## src/rtl/deth_layer_sched_if.sv

```systemverilog
// Request bundle between the box-filter scale layers and the det-of-Hessian scheduler.
// Operands are packed per layer: layer i occupies [i*DW +: DW].
interface deth_layer_sched_if #(
  parameter int N  = 4,
  parameter int DW = 21
);
  logic [N-1:0]    req_valid;
  logic [N-1:0]    req_ready;
  logic [N*DW-1:0] req_dxx;
  logic [N*DW-1:0] req_dyy;
  logic [N*DW-1:0] req_dxy;

  modport master (output req_valid, req_dxx, req_dyy, req_dxy, input req_ready);
  modport slave  (input req_valid, req_dxx, req_dyy, req_dxy, output req_ready);
endinterface

```

## src/rtl/deth_layer_sched.sv

```systemverilog
// Round-robin scheduler sharing one det-of-Hessian pipeline among N scale layers,
// with per-layer constants, result tagging and per-layer frame counting.
module deth_layer_sched #(
  parameter int N         = 4,
  parameter int DW        = 21,
  parameter int CW        = 18,
  parameter int OW        = 32,
  parameter int LAT       = 4,
  parameter int CONST_DLY = 2,
  parameter int FRAME_PIX = 1024,
  parameter logic [CW-1:0] DEF_A = CW'(1165),
  parameter logic [CW-1:0] DEF_B = CW'(2595),
  localparam int LW = $clog2(N)
) (
  input  logic                 clk,
  input  logic                 rst,
  input  logic [N-1:0]         layer_en,
  deth_layer_sched_if.slave    req_if,
  input  logic                 cfg_we,
  input  logic [LW-1:0]        cfg_layer,
  input  logic                 cfg_sel,
  input  logic [CW-1:0]        cfg_wdata,
  output logic signed [DW-1:0] pipe_dxx,
  output logic signed [DW-1:0] pipe_dyy,
  output logic signed [DW-1:0] pipe_dxy,
  output logic                 pipe_valid,
  output logic [CW-1:0]        pipe_const_xx,
  output logic [CW-1:0]        pipe_const_xy,
  input  logic signed [OW-1:0] pipe_det,
  input  logic                 pipe_det_valid,
  output logic signed [OW-1:0] det_o,
  output logic                 det_o_valid,
  output logic [LW-1:0]        det_o_layer,
  output logic [N-1:0]         frame_done,
  output logic                 err_tag
);
  localparam int             FCW      = $clog2(FRAME_PIX);
  localparam logic [LW-1:0]  LAST_L   = LW'(N - 1);
  localparam logic [FCW-1:0] LAST_CNT = FCW'(FRAME_PIX - 1);

  // Arbitration: first enabled requester at or after the pointer
  logic [LW-1:0] ptr_q, ptr_d, gnt_idx, cand;
  logic          gnt_any, xfer;
  logic [N-1:0]  gnt;

  always_comb begin
    gnt     = '0;
    gnt_idx = '0;
    gnt_any = 1'b0;
    cand    = '0;
    for (int k = 0; k < N; k++) begin
      cand = LW'((int'(ptr_q) + k) % N);
      if (!gnt_any && req_if.req_valid[cand] && layer_en[cand]) begin
        gnt_any = 1'b1;
        gnt_idx = cand;
      end
    end
    if (gnt_any && !rst) gnt[gnt_idx] = 1'b1;
  end

  assign xfer             = gnt_any & ~rst;
  assign req_if.req_ready = gnt;
  assign ptr_d            = xfer ? ((gnt_idx == LAST_L) ? '0 : gnt_idx + 1'b1) : ptr_q;

  always_ff @(posedge clk) begin
    if (rst) ptr_q <= '0;
    else     ptr_q <= ptr_d;
  end

  // Operand stage: winner's operands registered toward the pipeline
  logic signed [DW-1:0] dxx_q, dyy_q, dxy_q;
  logic                 vld_q;
  logic [LW-1:0]        lay_q;

  always_ff @(posedge clk) begin
    if (rst) begin
      vld_q <= 1'b0;
      lay_q <= '0;
      dxx_q <= '0;
      dyy_q <= '0;
      dxy_q <= '0;
    end else begin
      vld_q <= xfer;
      if (xfer) begin
        lay_q <= gnt_idx;
        dxx_q <= $signed(req_if.req_dxx[int'(gnt_idx)*DW +: DW]);
        dyy_q <= $signed(req_if.req_dyy[int'(gnt_idx)*DW +: DW]);
        dxy_q <= $signed(req_if.req_dxy[int'(gnt_idx)*DW +: DW]);
      end
    end
  end

  // Constant table; a same-cycle write does not affect the concurrent grant
  logic [CW-1:0] kxx_q [N];
  logic [CW-1:0] kxy_q [N];

  always_ff @(posedge clk) begin
    if (rst) begin
      for (int i = 0; i < N; i++) begin
        kxx_q[i] <= DEF_A;
        kxy_q[i] <= DEF_B;
      end
    end else if (cfg_we && int'(cfg_layer) < N) begin
      if (cfg_sel) kxy_q[cfg_layer] <= cfg_wdata;
      else         kxx_q[cfg_layer] <= cfg_wdata;
    end
  end

  // Constant delay chain aligning the grant-time constants to the stage-2 multipliers
  logic          cv_q  [CONST_DLY];
  logic [CW-1:0] cxx_q [CONST_DLY];
  logic [CW-1:0] cxy_q [CONST_DLY];
  logic [CW-1:0] kxx_o_q, kxy_o_q;

  always_ff @(posedge clk) begin
    if (rst) begin
      for (int k = 0; k < CONST_DLY; k++) cv_q[k] <= 1'b0;
      kxx_o_q <= DEF_A;
      kxy_o_q <= DEF_B;
    end else begin
      cv_q[0] <= xfer;
      for (int k = 1; k < CONST_DLY; k++) cv_q[k] <= cv_q[k-1];
      if (cv_q[CONST_DLY-1]) begin
        kxx_o_q <= cxx_q[CONST_DLY-1];
        kxy_o_q <= cxy_q[CONST_DLY-1];
      end
    end
  end

  always_ff @(posedge clk) begin
    if (xfer) begin
      cxx_q[0] <= kxx_q[gnt_idx];
      cxy_q[0] <= kxy_q[gnt_idx];
    end
    for (int k = 1; k < CONST_DLY; k++) begin
      if (cv_q[k-1]) begin
        cxx_q[k] <= cxx_q[k-1];
        cxy_q[k] <= cxy_q[k-1];
      end
    end
  end

  // Tag chain: mirrors the pipeline's valid so results can be attributed to a layer
  logic          tv_q [LAT];
  logic [LW-1:0] tl_q [LAT];
  logic          tag_v;
  logic [LW-1:0] tag_l;

  always_ff @(posedge clk) begin
    if (rst) begin
      for (int k = 0; k < LAT; k++) begin
        tv_q[k] <= 1'b0;
        tl_q[k] <= '0;
      end
    end else begin
      tv_q[0] <= vld_q;
      tl_q[0] <= lay_q;
      for (int k = 1; k < LAT; k++) begin
        tv_q[k] <= tv_q[k-1];
        tl_q[k] <= tl_q[k-1];
      end
    end
  end

  assign tag_v = tv_q[LAT-1];
  assign tag_l = tl_q[LAT-1];

  // Result stage: tagging, frame counting and tag/valid consistency
  logic signed [OW-1:0] det_q;
  logic                 det_vld_q, err_q;
  logic [LW-1:0]        det_lay_q;
  logic [N-1:0]         done_q;
  logic [FCW-1:0]       cnt_q [N];

  always_ff @(posedge clk) begin
    if (rst) begin
      det_q     <= '0;
      det_vld_q <= 1'b0;
      det_lay_q <= '0;
      done_q    <= '0;
      err_q     <= 1'b0;
      for (int i = 0; i < N; i++) cnt_q[i] <= '0;
    end else begin
      det_vld_q <= pipe_det_valid & tag_v;
      done_q    <= '0;
      if (pipe_det_valid && tag_v) begin
        det_q     <= pipe_det;
        det_lay_q <= tag_l;
        if (cnt_q[tag_l] == LAST_CNT) begin
          cnt_q[tag_l]  <= '0;
          done_q[tag_l] <= 1'b1;
        end else begin
          cnt_q[tag_l] <= cnt_q[tag_l] + 1'b1;
        end
      end
      if (pipe_det_valid != tag_v) err_q <= 1'b1;
    end
  end

  assign pipe_dxx      = dxx_q;
  assign pipe_dyy      = dyy_q;
  assign pipe_dxy      = dxy_q;
  assign pipe_valid    = vld_q;
  assign pipe_const_xx = kxx_o_q;
  assign pipe_const_xy = kxy_o_q;
  assign det_o         = det_q;
  assign det_o_valid   = det_vld_q;
  assign det_o_layer   = det_lay_q;
  assign frame_done    = done_q;
  assign err_tag       = err_q;
endmodule

```

## src/flat_wrapper.sv

```systemverilog
// flat-port wrapper written by rule: the top's interface ports become plain ports
module deth_layer_sched_flat 
#(
  parameter int N         = 4,
  parameter int DW        = 21,
  parameter int CW        = 18,
  parameter int OW        = 32,
  parameter int LAT       = 4,
  parameter int CONST_DLY = 2,
  parameter int FRAME_PIX = 1024,
  parameter logic [CW-1:0] DEF_A = CW'(1165),
  parameter logic [CW-1:0] DEF_B = CW'(2595),
  localparam int LW = $clog2(N)
)
  (clk, rst, layer_en, cfg_we, cfg_layer, cfg_sel, cfg_wdata, pipe_dxx, pipe_dyy, pipe_dxy, pipe_valid, pipe_const_xx, pipe_const_xy, pipe_det, pipe_det_valid, det_o, det_o_valid, det_o_layer, frame_done, err_tag, req_if_req_valid, req_if_req_dxx, req_if_req_dyy, req_if_req_dxy, req_if_req_ready);
  deth_layer_sched_if #(.N(N), .DW(DW)) req_if_i ();
  input  logic clk;
  input  logic rst;
  input  logic [N-1:0] layer_en;
  input  logic cfg_we;
  input  logic [LW-1:0] cfg_layer;
  input  logic cfg_sel;
  input  logic [CW-1:0] cfg_wdata;
  output logic signed [DW-1:0] pipe_dxx;
  output logic signed [DW-1:0] pipe_dyy;
  output logic signed [DW-1:0] pipe_dxy;
  output logic pipe_valid;
  output logic [CW-1:0] pipe_const_xx;
  output logic [CW-1:0] pipe_const_xy;
  input  logic signed [OW-1:0] pipe_det;
  input  logic pipe_det_valid;
  output logic signed [OW-1:0] det_o;
  output logic det_o_valid;
  output logic [LW-1:0] det_o_layer;
  output logic [N-1:0] frame_done;
  output logic err_tag;
  input wire logic [$bits(req_if_i.req_valid)-1:0] req_if_req_valid;
  input wire logic [$bits(req_if_i.req_dxx)-1:0] req_if_req_dxx;
  input wire logic [$bits(req_if_i.req_dyy)-1:0] req_if_req_dyy;
  input wire logic [$bits(req_if_i.req_dxy)-1:0] req_if_req_dxy;
  output wire logic [$bits(req_if_i.req_ready)-1:0] req_if_req_ready;
  assign req_if_i.req_valid = req_if_req_valid;
  assign req_if_i.req_dxx = req_if_req_dxx;
  assign req_if_i.req_dyy = req_if_req_dyy;
  assign req_if_i.req_dxy = req_if_req_dxy;
  assign req_if_req_ready = req_if_i.req_ready;
  deth_layer_sched #(.N(N), .DW(DW), .CW(CW), .OW(OW), .LAT(LAT), .CONST_DLY(CONST_DLY), .FRAME_PIX(FRAME_PIX), .DEF_A(DEF_A), .DEF_B(DEF_B)) u_core (.clk(clk), .rst(rst), .layer_en(layer_en), .req_if(req_if_i), .cfg_we(cfg_we), .cfg_layer(cfg_layer), .cfg_sel(cfg_sel), .cfg_wdata(cfg_wdata), .pipe_dxx(pipe_dxx), .pipe_dyy(pipe_dyy), .pipe_dxy(pipe_dxy), .pipe_valid(pipe_valid), .pipe_const_xx(pipe_const_xx), .pipe_const_xy(pipe_const_xy), .pipe_det(pipe_det), .pipe_det_valid(pipe_det_valid), .det_o(det_o), .det_o_valid(det_o_valid), .det_o_layer(det_o_layer), .frame_done(frame_done), .err_tag(err_tag));
endmodule
```

## config.mk

```make
export PLATFORM = sky130hd
export DESIGN_NAME = deth_layer_sched_flat
export DESIGN_NICKNAME = d
export VERILOG_FILES = /design/src/rtl/deth_layer_sched_if.sv /design/src/rtl/deth_layer_sched.sv /design/src/flat_wrapper.sv
export SDC_FILE = /design/constraint.sdc
export NUM_CORES = 1
export LEC_CHECK = 0
export ABC_CLOCK_PERIOD_IN_PS = 5400
export BUFFER_PORTS_ARGS = -buffer_cell sky130_fd_sc_hd__buf_2
export CORE_MARGIN = 1
export CORE_UTILIZATION = 35
export CTS_CLUSTER_DIAMETER = 40
export DETAILED_ROUTE_END_ITERATION = 10
export HOLD_SLACK_MARGIN = 0.06
export PLACE_DENSITY = 0.67
export SLEW_MARGIN = 25
export SYNTH_ARGS = -nofsm -noshare
export SYNTH_HDL_FRONTEND = slang
export SYNTH_SLANG_ARGS = --single-unit
```

## constraint.sdc

```tcl
create_clock -name clk -period 5.4 [get_ports clk]
set_clock_uncertainty 0.05 [all_clocks]
set_input_delay 0.27 -clock clk [delete_from_list [all_inputs] [get_ports clk]]
set_output_delay 0.27 -clock clk [all_outputs]
set_load 0.01 [all_outputs]
```

== Yosys cells after proc, flatten, opt, wreduce, memory -nomap -nowiden ==
Memories as Yosys holds them, arrays and structs flattened. A register that Yosys moved wholly into a read port is not among the register bits.
Cells that the tools add are included.

* Register bits after elaboration: 108
* Bits in writable memories: 270
* Input bits: 317
* Output and inout bits: 144
* Logic and storage cells: 147
* Memories kept: 8

{| class="wikitable"
|+ Memory list
! name !! depth !! bits a word !! read ports !! clocked after memory_dff !! write ports !! RTL line !! source
|-
| u_core.kxx_q || 4 || 18 || 1 || 0 || 4 || deth_layer_sched.sv:94 || <nowiki>logic [CW-1:0] kxx_q [N];</nowiki>
|-
| u_core.kxy_q || 4 || 18 || 1 || 0 || 4 || deth_layer_sched.sv:95 || <nowiki>logic [CW-1:0] kxy_q [N];</nowiki>
|-
| u_core.cnt_q || 4 || 10 || 1 || 0 || 4 || deth_layer_sched.sv:173 || <nowiki>logic [FCW-1:0] cnt_q [N];</nowiki>
|-
| u_core.cxx_q || 2 || 18 || 2 || 1 || 2 || deth_layer_sched.sv:111 || <nowiki>logic [CW-1:0] cxx_q [CONST_DLY];</nowiki>
|-
| u_core.cxy_q || 2 || 18 || 2 || 1 || 2 || deth_layer_sched.sv:112 || <nowiki>logic [CW-1:0] cxy_q [CONST_DLY];</nowiki>
|-
| u_core.tl_q || 4 || 2 || 4 || 0 || 4 || deth_layer_sched.sv:145 || <nowiki>logic [LW-1:0] tl_q [LAT];</nowiki>
|-
| +2 memories || - || - || - || - || - || - ||
|}

* Add/subtract/negate cells: 5
* Multiply operators: 1
* $lt $le $gt $ge: 8
* Eq/ne operators: 3
* Shift operators: 3
* Multiplexer cells: 73
* Bitwise gates (word level): 16
* Reduce and logical (&&, ||, !) cells: 19

{| class="wikitable"
|+ Operators with widths
! operator !! count
|-
| 84-bit by 32-bit variable part select with 21-bit output || 3
|-
| 1-bit two-way mux || 46
|-
| 18-bit two-way mux || 2
|-
| 18-bit OR reduction || 2
|-
| 2-bit two-way mux || 12
|-
| 10-bit two-way mux || 2
|-
| 2-bit by 3-bit less-than comparator with 1-bit output, second input constant || 6
|-
| 1-bit binary-select mux with 2-bit select || 8
|-
| 1-bit logical AND || 11
|-
| 1-bit OR || 11
|-
| 10-bit by 1-bit adder with 10-bit output, second input constant || 1
|-
| 10-bit == test, second input constant || 1
|-
| 10-bit OR reduction || 1
|-
| 2-bit by 5-bit multiplier with 7-bit output, second input constant || 1
|-
| 2-bit by 1-bit adder with 2-bit output, second input constant || 2
|-
| 2-bit adder, second input constant || 2
|-
| 1-bit demux with 2-bit select || 2
|-
| 2-bit by 1-bit >= comparator with 1-bit output, second input constant || 2
|-
| 1-bit zero test || 4
|-
| 4-bit two-way mux || 1
|-
| 1-bit NOT || 3
|-
| 3-bit OR reduction || 1
|-
| 1-bit bitwise AND || 2
|-
| 2-bit == test, second input constant || 1
|-
| 1-bit inequality test || 1
|}

== Depth between registers and ports, before layout ==
Gate-level depths: netlist of run 1.

* Depth in word-level cells: 21
* Gate-level depth with buffers: 9
* Gate-level depth less buffers: 6

== Worst setup path after synthesis of run 1 ==
Ideal clock, no wire load.

* Kind: in2out
* Start: in layer_en[1]
* End: out req_if_req_ready[0]
* Arrival time: 2847 ps
* Required time: 5080 ps
* Setup slack: 2233 ps
* Stages: 7
* Cell sequence: nand2_1 and4_1 clkbuf_1 nor2_1 nand2_1 clkbuf_1 nor2_1

* Longest elaborated chain between the ends: 21

{| class="wikitable"
|+ RTL lines
! item !! RTL line !! source
|-
| start, declared || flat_wrapper.sv:19 || <nowiki>input logic [N-1:0] layer_en;</nowiki>
|-
| 1-bit binary-select mux with 2-bit select || deth_layer_sched.sv:53 || <nowiki>if (!gnt_any && req_if.req_valid[cand] && layer_en[cand]) begin</nowiki>
|-
| 1-bit two-way mux (implied by the code) || deth_layer_sched.sv:53 ||
|-
| 1-bit logical AND || deth_layer_sched.sv:53 ||
|-
| 1-bit two-way mux || deth_layer_sched.sv:53 ||
|-
| 1-bit zero test || deth_layer_sched.sv:53 ||
|-
| 1-bit logical AND (2 in series) || deth_layer_sched.sv:53 ||
|-
| 1-bit two-way mux || deth_layer_sched.sv:53 ||
|-
| 1-bit zero test || deth_layer_sched.sv:53 ||
|-
| [... 3 more ...] || - ||
|-
| 1-bit zero test || deth_layer_sched.sv:53 ||
|-
| 1-bit logical AND (2 in series) || deth_layer_sched.sv:53 ||
|-
| 2-bit two-way mux || deth_layer_sched.sv:53 ||
|-
| 2-bit by 3-bit less-than comparator with 1-bit output (implied by the code) or 2-bit by 1-bit >= comparator with 1-bit output (tied branches) || deth_layer_sched.sv:58 || <nowiki>if (gnt_any && !rst) gnt[gnt_idx] = 1'b1;</nowiki>
|-
| 1-bit logical AND (implied by the code) || deth_layer_sched.sv:58 ||
|-
| 1-bit two-way mux (implied by the code) || deth_layer_sched.sv:58 ||
|-
| 1-bit demux with 2-bit select || - ||
|-
| 4-bit two-way mux * || deth_layer_sched.sv:58 ||
|-
| end, declared || flat_wrapper.sv:41 || <nowiki>output wire logic [$bits(req_if_i.req_ready)-1:0] req_if_req_ready;</nowiki>
|}

Mark *: on every way between the ends. The rest lies on a longest branch, timed or not. The select of a mux whose other input is x is not followed.

== Final worst setup path of run 1 ==
* Start: reg u_core.ptr_q[1]
* End: reg u_core.dxy_q[14] (netlist: u_core.pipe_dxy[14])

* Longest elaborated chain between the ends: 18

{| class="wikitable"
|+ RTL lines
! item !! RTL line !! source
|-
| start, declared || deth_layer_sched.sv:42 || <nowiki>logic [LW-1:0] ptr_q, ptr_d, gnt_idx, cand;</nowiki>
|-
| start signal, assigned || deth_layer_sched.sv:67 || <nowiki>else ptr_q <= ptr_d;</nowiki>
|-
| parallel branches: the longest is 18 deep, another holds 2-bit by 1-bit adder with 2-bit output || - ||
|-
| end signal, assigned || deth_layer_sched.sv:88 || <nowiki>dxy_q <= $signed(req_if.req_dxy[int'(gnt_idx)*DW +: DW]);</nowiki>
|-
| end, declared || deth_layer_sched.sv:71 || <nowiki>logic signed [DW-1:0] dxx_q, dyy_q, dxy_q;</nowiki>
|}

Parallel ways; which one is timed is not known. The select of a mux whose other input is x is not followed.
A chain may end at the register's enable or synchronous reset.

==> results.py, run 1 <==
metrics = {
    "power_and_ir_drop": {
        "max-vdd-ir-drop_mv": 0.223,
        "power.leakage_nw": 10.3,
        "power_w": 0.00891,
        "power_density_nw_per_um2": 360,
    },
    "clocking": {
        "clk_pin_slew_worst_paths_ps": 50,
        "cts_made_buffers": 58,
        "clockBufferDepth": 3,
        "cts_max_level": 2,
        "postCtsSetupBuffers": 0,
        "cts_sinks": 412,
        "clk_latency_ps": 600,
        "cts_root_buffer": "clkbuf_16",
        "cts_tree": "done",
        "post_cts_resize_count": 0,
    },
    "yosys": {
        "synth_edf_count": 256,
        "synthMuxAreaShare_pct": 18.3,
        "syn_area_per_cell_um2": 13.2,
        "synth_nets": 1628,
        "synth.distinct_cells": 40,
        "synth_compound_area_share_pct": 4.43,
        "syn-cell-area_um2": 17300,
        "syn-instance-count": 1309,
        "synthArstFlopShare_pct": 0,
        "synth_top_family_by_area": "multiplexers",
        "synth-main-ff-cell": "edfxtp_1",
        "synth-xor-area-share_pct": 0.405,
        "synth-simple-area-share_pct": 11.8,
        "synth_fa_ha_area_share_pct": 0.145,
        "ys_ff_latch": 412,
        "ys_seq_area_share_pct": 62.5,
        "yosys_warnings": 0,
    },
    "critical_path": {
        "path_depth": 8,
        "arrival_ps": 4530,
        "slowest_delay_ps": 740,
        "crit_path_top_delay_cell": "buf_4",
        "crit_required_ps": 5820,
        "startpoint_type": "flip-flop",
        "cp_cell_sequence": "o21ai_0 > a211oi_4 > buf_4 > buf_4 > mux2i_1 > dlygate4sd3_1 > o221ai_1 > dlygate4sd3_1",
        "reg2reg_depth": 8,
        "critPathCaptureType": "flip-flop",
        "path_max_fanout": 54,
        "r2r_slack_ps": 1290,
        "path_buf_inv": 4,
        "crit_type": "reg2reg",
        "path_delay_family": "buffers and inverters",
    },
    "timing": {
        "drv_slew": 0,
        "rsz0062_at_grt": "false",
        "finalSetupViolCount": 0,
        "hold_viol": 0,
        "worstMarginPinSlew_ps": 1060,
        "fmax_mhz": 243,
        "min_period_ps": 4110,
        "maxSlewHeadroom_pct": 29.0,
        "holdWs_ps": 159,
        "fin_crit_sh_pct": 76.1,
        "fin_setup_tns_ps": 0,
    },
    "final_layout": {
        "layout_common_cells": "459 x buf_2, 294 x mux2i_1, 256 x edfxtp_1",
        "multi_input_area_um2": 6130,
        "seqCellArea_um2": 10800,
        "syn_to_final_growth_pct": 43.2,
        "mostFrequentLayoutCell": "buf_2",
        "nets": 2317,
        "fillers": 4209,
        "layout-drive-gt1-share_pct": 30.0,
        "layout.cells.non_filler": 2718,
        "utilization_pct": 50.8,
    },
    "global_route": {
        "grt_max_degree": 126,
        "grt_pass1_wl_um": 73500,
        "grt_usage_pct": 19.0,
        "antenna_found_initial": 10,
        "grt_overflow": 0,
        "grt_pass1_vias": 13000,
    },
    "detailed_routing": {
        "drc": 0,
        "antenna_left": 0,
        "via_per_inst": 4.88,
        "drtIter0Drc": 985,
        "drt_wl_total_um": 49800,
        "wl_per_cell_um": 18.3,
        "dr.pass1.iters": 5,
        "vias": 13300,
    },
    "floorplanning": {
        "io_pins": 461,
        "rows": 81,
        "die_area_um2": 50400,
        "die_w_um": 224,
        "die_h_um": 224,
        "core_area_um2": 48800,
        "start_util_pct": 35.4,
    },
    "run": {
        "drv_cap": 0,
    },
    "placement": {
        "place_inst": 2361,
        "gp_congestion": 0.850,
        "hpwlAfterDp_um": 32400,
        "port_buffers": 460,
    },
    "worst_hold_path": {
        "min_path_type": "in2reg",
        "hold_depth": 4,
    },
    "status": {
        "status": "finished clean",
    },
}
-- path summary, 6_finish.rpt --
check                                      endpoint                start
worst max-delay path            u_core.pipe_dxy[14]      u_core.ptr_q[1]
worst min-delay path              u_core.cv_q[0][0]          layer_en[3]
worst max register to register  u_core.pipe_dxy[14]      u_core.ptr_q[1]
worst min register to register  u_core.cxy_q[1][15]  u_core.cxy_q[0][15]
-- power breakdown --
part / total (W) / switching (W) / internal (W)
registers: 0.00370 / 0.0000995 / 0.00360
logic: 0.00120 / 0.000591 / 0.000609
clock network: 0.00402 / 0.00150 / 0.00252
total: 0.00891 / 0.00219 / 0.00673
-- layout make-up --
type / instances / area share (%)
multi-input combinational: 798 / 24.7
tap: 664 / 3.35
clock inverter: 40 / 2.08
clock buffer: 70 / 6.41
inverter: 8 / 0.121
sequential: 412 / 43.6
antenna: 6 / 0.0606
timing repair buffer: 720 / 19.7
-- cells by family after synthesis --
family                   Yosys count
AND/OR/NAND/NOR                  394
XOR/XNOR                           8
AO/OA/AOI/OAI                     90
adder cells (fa/ha/maj)            2
multiplexers                     304
buffers and inverters             99
flip-flops                       412
-- flip-flops by register name, summed over array words and instances (netlist names), 2 cells and up --
name / count
u_core.kxx_q: 72
u_core.tl_q: 8
u_core.cnt_q: 40
u_core.det_o_layer: 2
u_core.pipe_const_xy: 18
u_core.cxx_q: 36
u_core.cv_q: 2
u_core.det_o: 32
u_core.frame_done: 4
u_core.ptr_q: 2
u_core.cxy_q: 36
u_core.pipe_dyy: 21
u_core.pipe_dxx: 21
u_core.pipe_dxy: 21
u_core.kxy_q: 72
u_core.tv_q: 3
u_core.pipe_const_xx: 18
u_core.lay_q: 2
-- routing by layer --
layer  vias to the layer above  part of all wire (%)  track usage, %
li1                       6202                     -               -
met1                      6450                    41            23.7
met2                       501                    49            31.7
met3                       108                   6.8            5.09
met4                        10                   3.1            6.76
met5                         -                  0.13               0
-- per-stage QoR --
step	worst slack [ps]	cell area [um^2]
after floorplan	2230	17300
after CTS	1410	24800
after detailed placement	2350	20300
after global routing	1080	24800
after global placement	2430	20300
final	1290	24800
-- cell usage after synthesis (2+ instances only) --
library cell | number | area (um^2)
mux2i_1 | 294 | 2940
edfxtp_1 | 256 | 7690
dfxtp_1 | 156 | 3120
nor2_1 | 105 | 394
and2_1 | 104 | 651
nand2_1 | 76 | 285
o221ai_1 | 63 | 552
clkbuf_1 | 49 | 184
buf_2 | 32 | 160
nor2b_1 | 24 | 150
or3_1 | 22 | 138
nand2b_1 | 21 | 131
a211o_1 | 10 | 87.6
mux4_2 | 10 | 225
or2_2 | 9 | 56.3
nor3_1 | 8 | 40.0
xor2_1 | 8 | 70.1
buf_1 | 7 | 26.3
inv_1 | 7 | 26.3
nand3_1 | 6 | 30.0
nor3b_1 | 6 | 45.0
nand3b_1 | 5 | 37.5
a21oi_1 | 3 | 15.0
and4_1 | 3 | 26.3
buf_6 | 3 | 33.8
a211oi_1 | 2 | 15.0
a32oi_1 | 2 | 17.5
a41o_1 | 2 | 20.0
ha_1 | 2 | 25.0
nand4_1 | 2 | 12.5
o21a_1 | 2 | 15.0
o21bai_1 | 2 | 15.0
-- repair_timing --
item | CTS | global route
endpoints found under the hold margin | 249 | 0
hold buffers | 241 | 0
endpoints found under the setup margin | 0 | 0
-- worst reg2reg max path, stage by stage (launching register included) --
cell and delay [ps]:
dfxtp_1 460, o21ai_0 220, a211oi_4 360, buf_4 430, buf_4 740, mux2i_1 390
dlygate4sd3_1 600, o221ai_1 120, dlygate4sd3_1 600
Power figures use the tool's default switching activity.
==> run 2: changes to the inputs <==
ABC_CLOCK_PERIOD_IN_PS = 3800   (was 5400)
clock period = 3.8 ns   (was 5.4 ns; I/O delays follow)
==> results.py, run 2 (synthesized netlist as in run 1, its figures left out) <==
metrics = {
    "status": {
        "status": "finished clean",
    },
    "critical_path": {
        "crit_type": "reg2reg",
        "startpoint_type": "flip-flop",
        "crit_path_frequent_cell": "dlygate4sd3_1",
        "path_buf_inv": 3,
        "slowest_delay_ps": 610,
        "arrival_ps": 3960,
        "path_max_fanout": 69,
        "crit_required_ps": 4210,
        "path_delay_family": "buffers and inverters",
        "crit_path_top_delay_cell": "dlygate4sd3_1",
        "cp_cell_sequence": "o21ai_0 > a211oi_4 > buf_12 > mux2i_1 > dlygate4sd3_1 > o221ai_1 > dlygate4sd3_1",
        "critPathCaptureType": "flip-flop",
    },
    "timing": {
        "min_period_ps": 3550,
        "hold_viol": 0,
        "worstMarginPinSlew_ps": 1060,
        "rsz0062_at_grt": "false",
        "maxSlewHeadroom_pct": 29.2,
        "fin_crit_sh_pct": 93.5,
        "fmax_mhz": 282,
        "fin_setup_tns_ps": 0,
        "finalSetupViolCount": 0,
        "holdWs_ps": 126,
        "drv_slew": 0,
    },
    "run": {
        "drv_cap": 0,
    },
    "clocking": {
        "clk_latency_ps": 580,
        "clockBufferDepth": 3,
        "postCtsSetupBuffers": 0,
        "cts_tree": "done",
        "cts_root_buffer": "clkbuf_16",
        "cts_made_buffers": 70,
        "cts_max_level": 3,
        "clk_pin_slew_worst_paths_ps": 50,
        "cts_sinks": 412,
        "post_cts_resize_count": 0,
    },
    "power_and_ir_drop": {
        "max-vdd-ir-drop_mv": 0.302,
        "power.leakage_nw": 10.5,
        "power_w": 0.0135,
        "p_seq_share_pct": 39.0,
        "comb_power_share_pct": 12.7,
        "internal_power_w": 0.0102,
        "switchingPower_w": 0.00328,
        "pwr-share-clk_pct": 48.2,
        "power_density_nw_per_um2": 534,
        "sw_frac_of_total_pct": 24.4,
    },
    "final_layout": {
        "nets": 2333,
        "mostFrequentLayoutCell": "buf_2",
        "syn_to_final_growth_pct": 45.6,
        "fillers": 4158,
        "largest_registers": "u_core.kxx_q: 72 flops, u_core.kxy_q: 72 flops, u_core.cnt_q: 40 flops",
        "layout_common_cells": "459 x buf_2, 294 x mux2i_1, 256 x edfxtp_1",
        "layout-drive-gt1-share_pct": 30.5,
    },
    "global_route": {
        "grt_pass1_wl_um": 75800,
        "grt_max_degree": 76,
        "grt_usage_pct": 19.5,
        "grt_pass1_vias": 13600,
        "grt_overflow": 0,
        "antenna_found_initial": 14,
    },
    "worst_hold_path": {
        "min_path_type": "in2reg",
    },
    "placement": {
        "hpwlAfterDp_um": 32400,
        "gp_congestion": 0.846,
        "port_buffers": 460,
    },
    "floorplanning": {
        "start_util_pct": 35.4,
        "die_w_um": 224,
        "die_area_um2": 50400,
        "io_pins": 461,
        "die_h_um": 224,
        "core_area_um2": 48800,
        "rows": 81,
    },
    "detailed_routing": {
        "dr.pass1.iters": 5,
        "wl_per_cell_um": 18.4,
        "via_per_inst": 4.84,
        "drt_wl_total_um": 50300,
        "vias": 13300,
        "drtIter0Drc": 779,
        "drc": 0,
        "antenna_left": 0,
    },
}
## run 2: changes by cell type in the layout (fill, tap and decap cells not counted), sizes merged
cell	before	now
dlygate4sd3	241	242
buf	479	482
clkinvlp	2	8
inv	18	22
diode	6	7
clkbuf	70	84
clkinv	20	14
## run 2: worst register-to-register path: stages (launching register included)
cell           delay, ps
dfxtp_1              470
o21ai_0              220
a211oi_4             570
buf_12               430
mux2i_1              370
dlygate4sd3_1        580
o221ai_1             130
dlygate4sd3_1        610
## run 2: timing repair
item                                    in CTS  in global routing
endpoints found under the setup margin       0                  0
hold buffers                               242                  0
hold endpoints to repair                   252                  0
## run 2: final cells by class
type	count	area [um^2]	share of cell area [%]
Sequential cell	412	10800	42.9
Multi-Input combinational cell	798	6130	24.3
Timing Repair Buffer	724	4930	19.6
Clock buffer	84	1910	7.58
Tap cell	664	831	3.30
Clock inverter	44	537	2.13
Inverter	8	30.0	0.119
Antenna cell	7	17.5	0.0695
## run 2: final timing paths
| kind | startpoint | endpoint | slack, ps | cells after the start |
|---|---|---|---|---|
| hold reg to reg | u_core.cxx_q[0][17] | u_core.cxx_q[1][17] | 360 | 0 |
| setup / recovery | u_core.ptr_q[1] | u_core.pipe_dxy[14] | 250 | 7 |
| setup reg to reg | u_core.ptr_q[1] | u_core.pipe_dxy[14] | 250 | 7 |
| hold / removal | layer_en[3] | u_core.cv_q[0][0] | 130 | 4 |
## run 2: per-stage QoR
step / util, % / cells / cell area [um^2] / setup slack (ps)
floorplan: - / 1309 / 17300 / 728
detailed placement: 41.6 / 2364 / 20300 / 875
CTS: 51.5 / 2734 / 25200 / 343
global placement: 41.6 / 2364 / 20300 / 1010
finish: 51.6 / 2741 / 25200 / 248
global route: 51.6 / 2737 / 25200 / 109
## run 2: power by group through the flow
stage / logic (W) / clock network (W) / registers [W]
floorplan: 0.000730 / 0 / 0.00537
global placement: 0.00134 / 0 / 0.00533
detailed placement: 0.00136 / 0 / 0.00534
CTS: 0.00169 / 0.00660 / 0.00526
global route: 0.00183 / 0.00683 / 0.00529
finish: 0.00171 / 0.00649 / 0.00526
## run 2: metal layers
metal  GRT usage, %  up-vias  part of all wire [%]
li1               -     6243                     -
met4           9.35       16                   3.8
met3           5.75      120                   6.8
met5              0        -                  0.20
met1           23.7     6422                    41
met2           31.8      463                    49
==> run 3: changes to the inputs <==
BUFFER_PORTS_ARGS = unset   (was -buffer_cell sky130_fd_sc_hd__buf_2)
DONT_BUFFER_PORTS = 1   (was unset)
MAX_ROUTING_LAYER = met4   (was unset)
PLACE_DENSITY = 0.59   (was 0.67)
==> results.py, run 3 (synthesized netlist as in run 1, its figures left out) <==
metrics = {
    "floorplanning": {
        "die_area_um2": 50400,
        "io_pins": 461,
        "core_area_um2": 48800,
        "rows": 81,
        "die_h_um": 224,
        "die_w_um": 224,
        "start_util_pct": 35.4,
    },
    "global_route": {
        "grt_max_degree": 130,
        "grt_pass1_vias": 11900,
        "grt_overflow": 0,
        "grt_usage_pct": 19.6,
        "antenna_found_initial": 12,
        "grt_pass1_wl_um": 72000,
    },
    "timing": {
        "maxSlewHeadroom_pct": 30.8,
        "finalSetupViolCount": 0,
        "rsz0062_at_grt": "false",
        "fin_crit_sh_pct": 91.4,
        "hold_viol": 0,
        "drv_slew": 0,
        "fin_setup_tns_ps": 0,
        "fmax_mhz": 288,
        "min_period_ps": 3470,
        "worstMarginPinSlew_ps": 1040,
        "holdWs_ps": 95.1,
    },
    "critical_path": {
        "startpoint_type": "flip-flop",
        "startpoint": "u_core.ptr_q[1]",
        "path_max_fanout": 65,
        "r2r_start": "u_core.ptr_q[1]",
        "crit_required_ps": 4240,
        "arrival_ps": 3910,
        "crit_type": "reg2reg",
        "critPathCaptureType": "flip-flop",
    },
    "placement": {
        "hpwlAfterDp_um": 30600,
        "port_buffers": 0,
        "place_inst": 1901,
        "gp_congestion": 0.889,
        "placed_area_um2": 18000,
    },
    "power_and_ir_drop": {
        "power_w": 0.0124,
        "power_density_nw_per_um2": 547,
        "power.leakage_nw": 8.37,
        "max-vdd-ir-drop_mv": 0.347,
    },
    "detailed_routing": {
        "via_per_inst": 5.08,
        "route.met2.wl_um": 23900,
        "dr.pass1.iters": 5,
        "drtIter0Drc": 830,
        "top_layer": "met4",
        "drt_wl_total_um": 50000,
        "antenna_left": 0,
        "wl_per_cell_um": 21.9,
        "wl_met3_um": 3770,
        "drt-met1-wl_um": 20400,
        "drc": 0,
        "vias": 11600,
    },
    "clocking": {
        "clk_latency_ps": 610,
        "cts_root_buffer": "clkbuf_16",
        "cts_tree": "done",
        "cts_sinks": 412,
        "cts_made_buffers": 61,
        "cts_max_level": 2,
        "postCtsSetupBuffers": 0,
        "clk_pin_slew_worst_paths_ps": 60,
        "clockBufferDepth": 3,
    },
    "final_layout": {
        "syn_to_final_growth_pct": 31.0,
        "fillers": 4353,
        "largest_registers": "u_core.kxx_q: 72 flops, u_core.kxy_q: 72 flops, u_core.cnt_q: 40 flops",
        "layout.cells.non_filler": 2282,
        "layout-drive-gt1-share_pct": 9.89,
        "mostFrequentLayoutCell": "mux2i_1",
        "final_cell_area_um2": 22700,
        "nets": 1873,
        "layout_common_cells": "294 x mux2i_1, 256 x edfxtp_1, 252 x dlygate4sd3_1",
    },
    "worst_hold_path": {
        "hp-start": "cfg_layer[1]",
        "min_path_type": "in2reg",
    },
    "run": {
        "drv_cap": 0,
    },
    "status": {
        "status": "finished clean",
    },
}
-- run 3: area by class of cell --
class | count | area (um^2) | share of cell area [%]
sequential | 412 | 10800 | 47.7
multi-input combinational | 798 | 6120 | 27.0
timing repair buffer | 273 | 2730 | 12.1
clock buffer | 69 | 1630 | 7.19
tap | 664 | 831 | 3.66
clock inverter | 47 | 484 | 2.14
inverter | 8 | 30.0 | 0.132
antenna | 11 | 27.5 | 0.121
-- run 3: timing repair --
action,CTS,global route
hold buffers,253,0
resized for setup,0,2
hold endpoints to repair,345,0
endpoints found under the setup margin,0,1
-- run 3: layer usage --
| layer | vias up | track usage, % |
|---|---|---|
| met5 | - | - |
| met4 | 0 | 8.32 |
| met3 | 106 | 5.72 |
| met2 | 438 | 30.8 |
| met1 | 5733 | 23.5 |
| li1 | 5320 | - |
-- run 3: worst paths after layout --
path	endpoint	slack (ps)	cells past startpoint
max	u_core.pipe_dxy[16]	330	7
min	u_core.kxx_q[2][7]	100	2
max reg2reg	u_core.pipe_dxy[16]	330	7
min reg2reg	u_core.cxx_q[1][16]	370	0
-- run 3: stage by stage --
step           utilization, %  setup WS, ps
5_1_grt                  46.4           160
3_3_place_gp             36.8          1220
3_5_place_dp             36.8          1110
6_report                 46.4           327
4_1_cts                  46.3           298
2_1_floorplan               -           728
-- run 3: critical path, cell delays in order, from the launching register on --
cell and delay, ps:
dfxtp_1 460, o21ai_0 230, a211oi_4 460, clkbuf_16 440, mux2i_1 270, dlygate4sd3_1 590, o221ai_1 130, dlygate4sd3_1 600
-- run 3: where the power goes --
part	switching (W)	internal, W	total (W)
registers	0.000265	0.00512	0.00538
logic	0.000648	0.000683	0.00133
clock network	0.00215	0.00353	0.00568
total	0.00307	0.00933	0.0124
